--- src/rtl/mac_pkg.sv ---
// Shared types and widths for the MAC sequencer and its surroundings.
package mac_pkg;

    localparam int LEN_W = 16;
    localparam int FP_W  = 32;

    typedef enum logic [1:0] {
        ISSUE    = 2'd0,
        WAIT_RES = 2'd1,
        PUSH     = 2'd2
    } mac_state_t;

endpackage

--- src/rtl/mac_seq_ctrl.sv ---
// Pops operand pairs in lock-step, tags vector boundaries for the MAC core and
// pushes each accumulated result to the host FIFO under backpressure.
module mac_seq_ctrl
    import mac_pkg::*;
#(
    parameter int unsigned VEC_LEN = 128,
    parameter int          LEN_W   = mac_pkg::LEN_W
) (
    input  logic             bus_clk,
    input  logic             rst,
    input  logic [LEN_W-1:0] cfg_vec_len,

    input  logic             fifo_host_to_fpga_empty_1st,
    input  logic             fifo_host_to_fpga_empty_2nd,
    output logic             fifo_host_to_fpga_rden_1st,
    output logic             fifo_host_to_fpga_rden_2nd,
    input  logic [FP_W-1:0]  fifo_host_to_fpga_dout_1st,
    input  logic [FP_W-1:0]  fifo_host_to_fpga_dout_2nd,

    output logic             mac_in_valid,
    output logic [FP_W-1:0]  mac_a,
    output logic [FP_W-1:0]  mac_b,
    output logic             mac_first,
    output logic             mac_last,
    input  logic             mac_out_valid,
    input  logic [FP_W-1:0]  mac_result,

    output logic             fifo_fpga_to_host_wren,
    input  logic             fifo_fpga_to_host_full,
    output logic [FP_W-1:0]  fifo_fpga_to_host_din,

    output logic             busy,
    output logic [31:0]      vec_done,
    output logic             err_stray
);

    mac_state_t       state_q;
    logic [LEN_W-1:0] idx_q;
    logic [LEN_W-1:0] len_q;
    logic [LEN_W-1:0] cur_len;
    logic             in_valid_q;
    logic             first_q;
    logic             last_q;
    logic [FP_W-1:0]  din_q;
    logic [31:0]      vec_done_q;
    logic             err_stray_q;
    logic             pop;
    logic             is_last;

    // NOTE: rden must be combinational from the empty flags so a pop lands in
    // the same cycle both FIFOs are seen non-empty; a registered rden would
    // over-read a FIFO that just went empty.
    assign pop = !rst && (state_q == ISSUE)
              && !fifo_host_to_fpga_empty_1st && !fifo_host_to_fpga_empty_2nd;

    // At index 0 the length comes live from the register; later elements use
    // the value latched at the vector start.
    always_comb begin
        cur_len = len_q;
        if (idx_q == '0)
            cur_len = (cfg_vec_len == '0) ? LEN_W'(VEC_LEN) : cfg_vec_len;
    end

    assign is_last = (idx_q == (cur_len - LEN_W'(1)));

    // NOTE: every register, the result data included, is cleared by the
    // synchronous reset so all outputs read 0 while rst is high.
    always_ff @(posedge bus_clk) begin
        if (rst) begin
            state_q     <= ISSUE;
            idx_q       <= '0;
            len_q       <= '0;
            in_valid_q  <= 1'b0;
            first_q     <= 1'b0;
            last_q      <= 1'b0;
            din_q       <= '0;
            vec_done_q  <= '0;
            err_stray_q <= 1'b0;
        end else begin
            in_valid_q <= pop;
            first_q    <= pop && (idx_q == '0);
            last_q     <= pop && is_last;

            if (mac_out_valid && (state_q != WAIT_RES))
                err_stray_q <= 1'b1;

            case (state_q)
                ISSUE: begin
                    if (pop) begin
                        if (idx_q == '0)
                            len_q <= cur_len;
                        if (is_last) begin
                            idx_q   <= '0;
                            state_q <= WAIT_RES;
                        end else begin
                            idx_q <= idx_q + LEN_W'(1);
                        end
                    end
                end
                WAIT_RES: begin
                    if (mac_out_valid) begin
                        din_q   <= mac_result;
                        state_q <= PUSH;
                    end
                end
                PUSH: begin
                    if (!fifo_fpga_to_host_full) begin
                        vec_done_q <= vec_done_q + 32'd1;
                        state_q    <= ISSUE;
                    end
                end
                default: state_q <= ISSUE;
            endcase
        end
    end

    assign fifo_host_to_fpga_rden_1st = pop;
    assign fifo_host_to_fpga_rden_2nd = pop;

    // Operand data is the FIFO dout of the cycle after the pop, zero otherwise.
    assign mac_in_valid = in_valid_q;
    assign mac_a        = in_valid_q ? fifo_host_to_fpga_dout_1st : '0;
    assign mac_b        = in_valid_q ? fifo_host_to_fpga_dout_2nd : '0;
    assign mac_first    = first_q;
    assign mac_last     = last_q;

    assign fifo_fpga_to_host_wren = (state_q == PUSH) && !fifo_fpga_to_host_full;
    assign fifo_fpga_to_host_din  = din_q;

    assign busy      = (state_q != ISSUE) || (idx_q != '0);
    assign vec_done  = vec_done_q;
    assign err_stray = err_stray_q;

endmodule

--- config.mk ---
export PLATFORM = sky130hd
export DESIGN_NAME = mac_seq_ctrl
export DESIGN_NICKNAME = d
export VERILOG_FILES = /design/src/rtl/mac_pkg.sv /design/src/rtl/mac_seq_ctrl.sv
export SDC_FILE = /design/constraint.sdc
export NUM_CORES = 1
export LEC_CHECK = 0
export BUFFER_PORTS_ARGS = -buffer_cell sky130_fd_sc_hd__buf_2
export CAP_MARGIN = 20
export CORE_MARGIN = 2
export CORE_UTILIZATION = 30
export DETAILED_ROUTE_END_ITERATION = 10
export SYNTH_ARGS = -nofsm -noshare
export SYNTH_HDL_FRONTEND = slang
export SYNTH_SLANG_ARGS = --single-unit
--- constraint.sdc ---
create_clock -name bus_clk -period 12.93 [get_ports bus_clk]
set_clock_uncertainty 0.2 [all_clocks]
set_input_delay 2.586 -clock bus_clk [delete_from_list [all_inputs] [get_ports bus_clk]]
set_output_delay 2.586 -clock bus_clk [all_outputs]
set_load 0.05 [all_outputs]
==> reports/qor.tcl, run 1 <==
set qor(drc) 0
set qor(fraction_of_layout_cells_with_a_size_suffix_above_1_pct) 30.7
set qor(worst_hold_path_type) {flop to flop}
set qor(final_core_utilization_pct) 39.4
set qor(tightest_slew_ns) 0.969
set qor(hold_wc_startpoint) {fifo_fpga_to_host_din[8]}
set qor(mappedNetlistArea_sq_mm) 0.00571
set qor(post_detailed_route_count_of_antenna_violating_nets) 0
set qor(detailed_place_hpwl_mm) 13.0
set qor(chipWidth_microns) 142
set qor(ctsLongestPathBuffers) 2
set qor(layout_setup_ws_ns) 6.43
set qor(num_vias) 5766
set qor(critical_path_required_ns) 10.14
set qor(worst_setup_path_start_kind) {input port}
set qor(initial_core_utilization_pct) 30.5
set qor(numPortBuffers) 253
set qor(setup_total_negative_slack_ns) 0
set qor(total_leakage_power_nw) 3.27
set qor(first_global_vias) 5354
set qor(ys.warnings.count) 0
set qor(postLayoutCellArea_sq_mm) 0.00736
set qor(ctsResizeCount) 0
set qor(timing_worst_setup_path_type) {input port to output port}
set qor(grt_setup_unrepaired) {false}
set qor(placement.setup.worst_slack_ns) 6.12
set qor(number_of_antenna_violations_at_the_first_check_in_global_routing) 1
set qor(initialDrtViolationCount) 281
set qor(clock-root-buffer) {sky130_fd_sc_hd__clkbuf_16}
set qor(place_area_sq_mm) 0.00705
set qor(setup_viol) 0
set qor(critical_path.n_buffers_inverters) 2
set qor(drt-pass1-iter-count) 5
set qor(critPathMostFrequentCell) {sky130_fd_sc_hd__buf_2}
set qor(layout_commonest_cell) {sky130_fd_sc_hd__buf_2}
set qor(fin_hold_ws_ns) 0.253
set qor(max-vdd-ir-drop_v) 0.0000654
set qor(gp_congestion) 0.848
set qor(cp_top_delay_family) {simple AND/OR/NAND/NOR gates}
set qor(final_max_slew_viol_count) 0
set qor(dominant_cells_by_area_after_synthesis) {sky130_fd_sc_hd__dfxtp_1 (36%), sky130_fd_sc_hd__nand2_1 (8.0%), sky130_fd_sc_hd__and2_1 (7.1%)}
set qor(drv.max_cap_violation_count) 0
set qor(total_power_mw) 0.714
set qor(design.final.nets) 1072
set qor(crit-reg2reg-capture) {state_q[0]}
set qor(clock_tree_from_tritoncts) {yes}
set qor(yosysSeqAreaShare_pct) 35.8
set qor(die_area_sq_mm) 0.0201
set qor(cts.reportedPaths.clkPinSlew_ns) 0.08
set qor(synth_top_flop_cell) {sky130_fd_sc_hd__dfxtp_1}
set qor(finalCritPeriodShare_pct) 50.3
set qor(outcome) {finished clean}
set qor(path_depth) 3
set qor(synth-edff-count) 0
set qor(synth.largest_area_cell) {sky130_fd_sc_hd__dfxtp_1}
set qor(cp.arrival_ns) 3.72
set qor(cts_max_level) 3
set qor(critPathMaxStageDelay_ns) 0.63
set qor(cts_made_buffers) 9
set qor(net_count_after_synthesis) 847
set qor(std_cell_rows) 50
set qor(most-common-layout-cells) {sky130_fd_sc_hd__buf_2 (252), sky130_fd_sc_hd__nand2_1 (122), sky130_fd_sc_hd__dfxtp_1 (102)}
set qor(num_antenna_cells) 0
set qor(max_freq_mhz) 154
set qor(grt_first_pass_wirelength_mm) 28.0
set qor(routed_wl_mm) 17.9
set qor(dp.cells) 1173
set qor(crit-reg2reg-launch) {idx_q[0]}
set qor(crit_chain) {buf_2 -> nor3b_1 -> buf_2}
set qor(detail_route.vias_per_cell) 4.85
set qor(reg2reg_slack_ns) 6.79
set qor(cp_max_fo) 6
set qor(layout.filler_cells) 1937
set qor(total_congestion_overflow) 0
set qor(hold_viol_final) 0
set qor(avgRoutedWirePerCell_microns) 15.0
set qor(pin_count_of_the_biggest_net_entering_global_routing) 90
set qor(numClockSinks) 102
set qor(hold_buffers) 0
set qor(power_density_mw_per_mm2) 96.9
set qor(top_level_ports) 254
set qor(endpoint_kind) {output port}
set qor(max_slew_margin_pct) 35.4
set qor(post_synth_inst_count) 725
set qor(die_h_microns) 142
set qor(timing.reg2reg.worst_path_depth) 16
set qor(yosys.area.top_type_share_pct) 35.8
set qor(yosys_register_bits) 102
set qor(crit_end) {fifo_fpga_to_host_wren}
set qor(final-instance-count-excl-fill) 1189
set qor(clk_latency_ns) 0.36
set qor(synth.distinct_cells) 59
set qor(syn_avg_cell_area_sq_um) 7.87
set qor(cpMaxStageDelayCell) {sky130_fd_sc_hd__nor3b_1}
set qor(final_period_minus_worst_setup_slack_ns) 6.50
set qor(cp-startpoint) {fifo_fpga_to_host_full}
set qor(grt_util_all_layers_pct) 17.1
set qor(coreArea_sq_mm) 0.0187
set qor(flow.area_growth_from_synthesis_pct) 29.0
set qor(cts.repair_timing.setup_buffer_count) 0
set qor(asr_flop_ratio_synth_pct) 0
## state kept, by name, summed over array words and instances (netlist names)
| register | count |
|---|---|
| fifo_fpga_to_host_din | 32 |
| vec_done | 32 |
| idx_q | 16 |
| len_q | 16 |
| state_q | 2 |
| err_stray | 1 |
| mac_first | 1 |
| mac_in_valid | 1 |
| mac_last | 1 |
## synthesized netlist by cell type (3+ instances only)
library cell,instances
sky130_fd_sc_hd__clkbuf_1,28
sky130_fd_sc_hd__a21oi_1,66
sky130_fd_sc_hd__nor3_1,27
sky130_fd_sc_hd__and2_1,65
sky130_fd_sc_hd__inv_1,9
sky130_fd_sc_hd__nand4b_1,3
sky130_fd_sc_hd__clkbuf_8,5
sky130_fd_sc_hd__xnor2_1,26
sky130_fd_sc_hd__a211oi_1,7
sky130_fd_sc_hd__mux2i_1,9
sky130_fd_sc_hd__or2_2,3
sky130_fd_sc_hd__nor4_4,3
sky130_fd_sc_hd__o31ai_1,3
sky130_fd_sc_hd__or4_4,3
sky130_fd_sc_hd__nor4_1,14
sky130_fd_sc_hd__a211o_1,3
sky130_fd_sc_hd__a311oi_1,3
sky130_fd_sc_hd__nand2_1,122
sky130_fd_sc_hd__buf_4,3
sky130_fd_sc_hd__nand4_1,21
sky130_fd_sc_hd__and3_1,8
sky130_fd_sc_hd__a2111oi_0,4
sky130_fd_sc_hd__or3_1,6
sky130_fd_sc_hd__nand3b_1,3
sky130_fd_sc_hd__nand2b_1,9
sky130_fd_sc_hd__o21ai_0,15
sky130_fd_sc_hd__nor2_1,57
sky130_fd_sc_hd__nor2b_1,3
sky130_fd_sc_hd__nand3_1,15
sky130_fd_sc_hd__buf_6,6
sky130_fd_sc_hd__o21bai_1,4
sky130_fd_sc_hd__ha_1,4
sky130_fd_sc_hd__xor2_1,34
sky130_fd_sc_hd__dfxtp_1,102
## power breakdown
group / internal [mW] / switching [mW]
clock: 0.139 / 0.143
sequential: 0.316 / 0.00341
combinational: 0.0406 / 0.0714
## routing by layer
| layer | up-vias | track usage [%] | wire [microns] |
|---|---|---|---|
| met5 | - | 0 | 7 |
| met4 | 2 | 4.68 | 241 |
| met3 | 20 | 4.78 | 1150 |
| met2 | 169 | 25.8 | 8040 |
| met1 | 2625 | 24.1 | 8440 |
| li1 | 2950 | - | - |
## tightest hold or removal path: cells and delay by family, from the launching register on
| family | cells | cell delay, ns |
|---|---|---|
| simple gates | 1 | 0.05 |
| compound gates | 1 | 0.05 |
| flops | 1 | 0.31 |
## worst min-delay path by stage
| stage | slack [ns] | cells past startpoint | to |
|---|---|---|---|
| 2_1_floorplan | 0.24 | 2 | len_q[15] |
| 3_3_place_gp | 0.24 | 2 | fifo_fpga_to_host_din[27] |
| 3_5_place_dp | 0.24 | 2 | fifo_fpga_to_host_din[28] |
| 4_1_cts | 0.26 | 2 | fifo_fpga_to_host_din[12] |
| 5_1_grt | 0.28 | 2 | fifo_fpga_to_host_din[18] |
| 6_report | 0.25 | 2 | fifo_fpga_to_host_din[8] |
## cell families after synthesis
| kind of cell | count (synthesis) | share of synthesized area (%) |
|---|---|---|
| fa+ha+maj | 4 | 0.877 |
| buf+inv | 55 | 5.52 |
| mux | 10 | 1.78 |
| xor+xnor | 60 | 9.21 |
| flops | 102 | 35.8 |
| compound gates | 119 | 12.6 |
| simple gates | 375 | 34.3 |
## final cells by class
type	count	area [sq um]	share of cell area (%)
Clock buffer	9	225	3.06
Clock inverter	7	91.3	1.24
Inverter	10	37.5	0.510
Multi-Input combinational cell	568	3360	45.6
Sequential cell	102	2040	27.7
Tap cell	234	293	3.98
Timing Repair Buffer	259	1310	17.8
No activity file was read; power rests on OpenSTA's default activity.
==> run 2, diff against run 1 <==
==> constraint.sdc (replaced) <==
create_clock -name bus_clk -period 5.4 [get_ports bus_clk]
set_clock_uncertainty 0.2 [all_clocks]
set_input_delay 1.08 -clock bus_clk [delete_from_list [all_inputs] [get_ports bus_clk]]
set_output_delay 1.08 -clock bus_clk [all_outputs]
set_load 0.05 [all_outputs]
==> reports/qor.tcl, run 2 (synthesized netlist as in run 1, its figures left out) <==
set qor(outcome) {finished clean}
set qor(clock-root-buffer) {sky130_fd_sc_hd__clkbuf_16}
set qor(number_of_antenna_violations_at_the_first_check_in_global_routing) 2
set qor(post_detailed_route_count_of_antenna_violating_nets) 0
set qor(layout.filler_cells) 1909
set qor(worst_setup_path_start_kind) {flop}
set qor(power_switching_share_pct) 29.4
set qor(numPortBuffers) 253
set qor(flow.area_growth_from_synthesis_pct) 30.1
set qor(finalCritPeriodShare_pct) 93.9
set qor(place_area_sq_mm) 0.00709
set qor(timing_worst_setup_path_type) {flop to flop}
set qor(cts_made_buffers) 9
set qor(cp.arrival_ns) 5.08
set qor(setup_total_negative_slack_ns) 0
set qor(final_period_minus_worst_setup_slack_ns) 5.07
set qor(std_cell_rows) 50
set qor(p_int_mw) 1.23
set qor(die_area_sq_mm) 0.0201
set qor(initial_core_utilization_pct) 30.5
set qor(routed_wl_mm) 17.4
set qor(layout.area.seq_sq_mm) 0.00204
set qor(clock_tree_from_tritoncts) {yes}
set qor(numClockSinks) 102
set qor(p_seq_share_pct) 43.8
set qor(cp_max_fo) 17
set qor(tightest_slew_ns) 0.984
set qor(power_density_mw_per_mm2) 235
set qor(fraction_of_layout_cells_with_a_size_suffix_above_1_pct) 31.4
set qor(critical_path_required_ns) 5.40
set qor(hold_viol_final) 0
set qor(setup_viol) 0
set qor(grt_first_pass_wirelength_mm) 27.6
set qor(pin_count_of_the_biggest_net_entering_global_routing) 90
set qor(num_antenna_cells) 0
set qor(postLayoutCellArea_sq_mm) 0.00743
set qor(max-vdd-ir-drop_v) 0.000203
set qor(worst_hold_path_type) {flop to flop}
set qor(switching_power_mw) 0.513
set qor(grt_setup_unrepaired) {false}
set qor(multi_input_comb_area_sq_mm) 0.00337
set qor(grt_util_all_layers_pct) 17.0
set qor(die_h_microns) 142
set qor(initialDrtViolationCount) 221
set qor(clk_latency_ns) 0.36
set qor(detail_route.vias_per_cell) 4.86
set qor(drv.max_cap_violation_count) 0
set qor(hold_buffers) 0
set qor(coreArea_sq_mm) 0.0187
set qor(detailed_place_hpwl_mm) 12.9
set qor(avgRoutedWirePerCell_microns) 14.6
set qor(endpoint_kind) {flop}
set qor(power.share.clock_pct) 40.6
set qor(first_global_vias) 5283
set qor(max_slew_margin_pct) 34.4
set qor(gp_congestion) 0.902
set qor(combinationalPowerShare_pct) 15.6
set qor(design.final.nets) 1078
set qor(final_max_slew_viol_count) 0
set qor(ctsLongestPathBuffers) 2
set qor(drt-pass1-iter-count) 5
set qor(ctsResizeCount) 0
set qor(total_congestion_overflow) 0
set qor(drc) 0
set qor(max_freq_mhz) 197
set qor(num_vias) 5802
set qor(cts_max_level) 3
set qor(total_leakage_power_nw) 3.30
set qor(top_level_ports) 254
set qor(most-common-layout-cells) {sky130_fd_sc_hd__buf_2 (252), sky130_fd_sc_hd__nand2_1 (122), sky130_fd_sc_hd__dfxtp_1 (102)}
set qor(chipWidth_microns) 142
set qor(cts.reportedPaths.clkPinSlew_ns) 0.08
set qor(layout_commonest_cell) {sky130_fd_sc_hd__buf_2}
set qor(cts.repair_timing.setup_buffer_count) 0
==> run 2: cell types whose count changed in the layout (fill, tap and decap cells not counted), moves of 2 or more <==
cell / before / now
sky130_fd_sc_hd__inv_6: 1 / 3
sky130_fd_sc_hd__clkinv_4: 2 / 0
sky130_fd_sc_hd__inv_8: 0 / 2
sky130_fd_sc_hd__clkinv_8: 4 / 1
sky130_fd_sc_hd__buf_4: 7 / 12
==> run 2: final cells by class <==
cell class	instances	share of cell area [%]
clock buffer	9	3.03
clock inverter	7	1.28
inverter	10	0.505
multi-input combinational	568	45.4
sequential	102	27.5
tap	234	3.94
timing repair buffer	265	18.3
==> run 2: path summary, 6_finish.rpt <==
path         depth (start not counted)                   endpoint                 startpoint  slack (ns)
max                                 15                   idx_q[6]                  idx_q[11]        0.33
min reg2reg                          2  fifo_fpga_to_host_din[13]  fifo_fpga_to_host_din[13]        0.25
max reg2reg                         15                   idx_q[6]                  idx_q[11]        0.33
min                                  2  fifo_fpga_to_host_din[13]  fifo_fpga_to_host_din[13]        0.25
==> run 2: critical path, cell delays in order, from the launching register on <==
cell                       delay, ns
sky130_fd_sc_hd__dfxtp_1        0.38
sky130_fd_sc_hd__or4_4          0.58
sky130_fd_sc_hd__or4_4          0.57
sky130_fd_sc_hd__nor2_8         0.18
sky130_fd_sc_hd__mux2i_2        0.27
sky130_fd_sc_hd__ha_2           0.25
sky130_fd_sc_hd__nor3b_2        0.20
sky130_fd_sc_hd__nand3b_1       0.22
sky130_fd_sc_hd__xor2_1         0.22
sky130_fd_sc_hd__or4b_2         0.64
sky130_fd_sc_hd__a21oi_1        0.14
sky130_fd_sc_hd__nor3_1         0.06
sky130_fd_sc_hd__or4_4          0.56
sky130_fd_sc_hd__nor4_4         0.16
sky130_fd_sc_hd__buf_6          0.21
sky130_fd_sc_hd__nor3_1         0.07
==> run 2: routing by layer <==
layer | vias to the layer above | track usage [%] | part of all wire (%)
li1 | 2962 | - | -
met1 | 2637 | 23.3 | 46
met2 | 182 | 25.6 | 45
met3 | 17 | 5.32 | 7.7
met4 | 4 | 4.74 | 1.3
met5 | - | 0 | 0.14
==> run 2: metrics by stage <==
stage / std cells / utilization, % / total power [mW] / hold slack (ns) / setup WS [ns]
after floorplan: 725 / - / 0.962 / 0.240 / 0.217
after global placement: 1179 / 37.9 / 1.05 / 0.239 / 0.251
after detailed placement: 1179 / 37.9 / 1.05 / 0.243 / 0.201
after CTS: 1195 / 39.6 / 1.77 / 0.254 / 0.172
after global routing: 1195 / 39.7 / 1.82 / 0.272 / 0.0402
final: 1195 / 39.7 / 1.75 / 0.252 / 0.327
==> run 2: power groups by stage <==
| stage | Clock [mW] | Sequential (mW) | Combinational, mW |
|---|---|---|---|
| after floorplan | 0 | 0.784 | 0.178 |
| after global placement | 0 | 0.783 | 0.269 |
| after detailed placement | 0 | 0.783 | 0.268 |
| after CTS | 0.736 | 0.765 | 0.270 |
| after global routing | 0.764 | 0.767 | 0.294 |
| final | 0.709 | 0.765 | 0.272 |
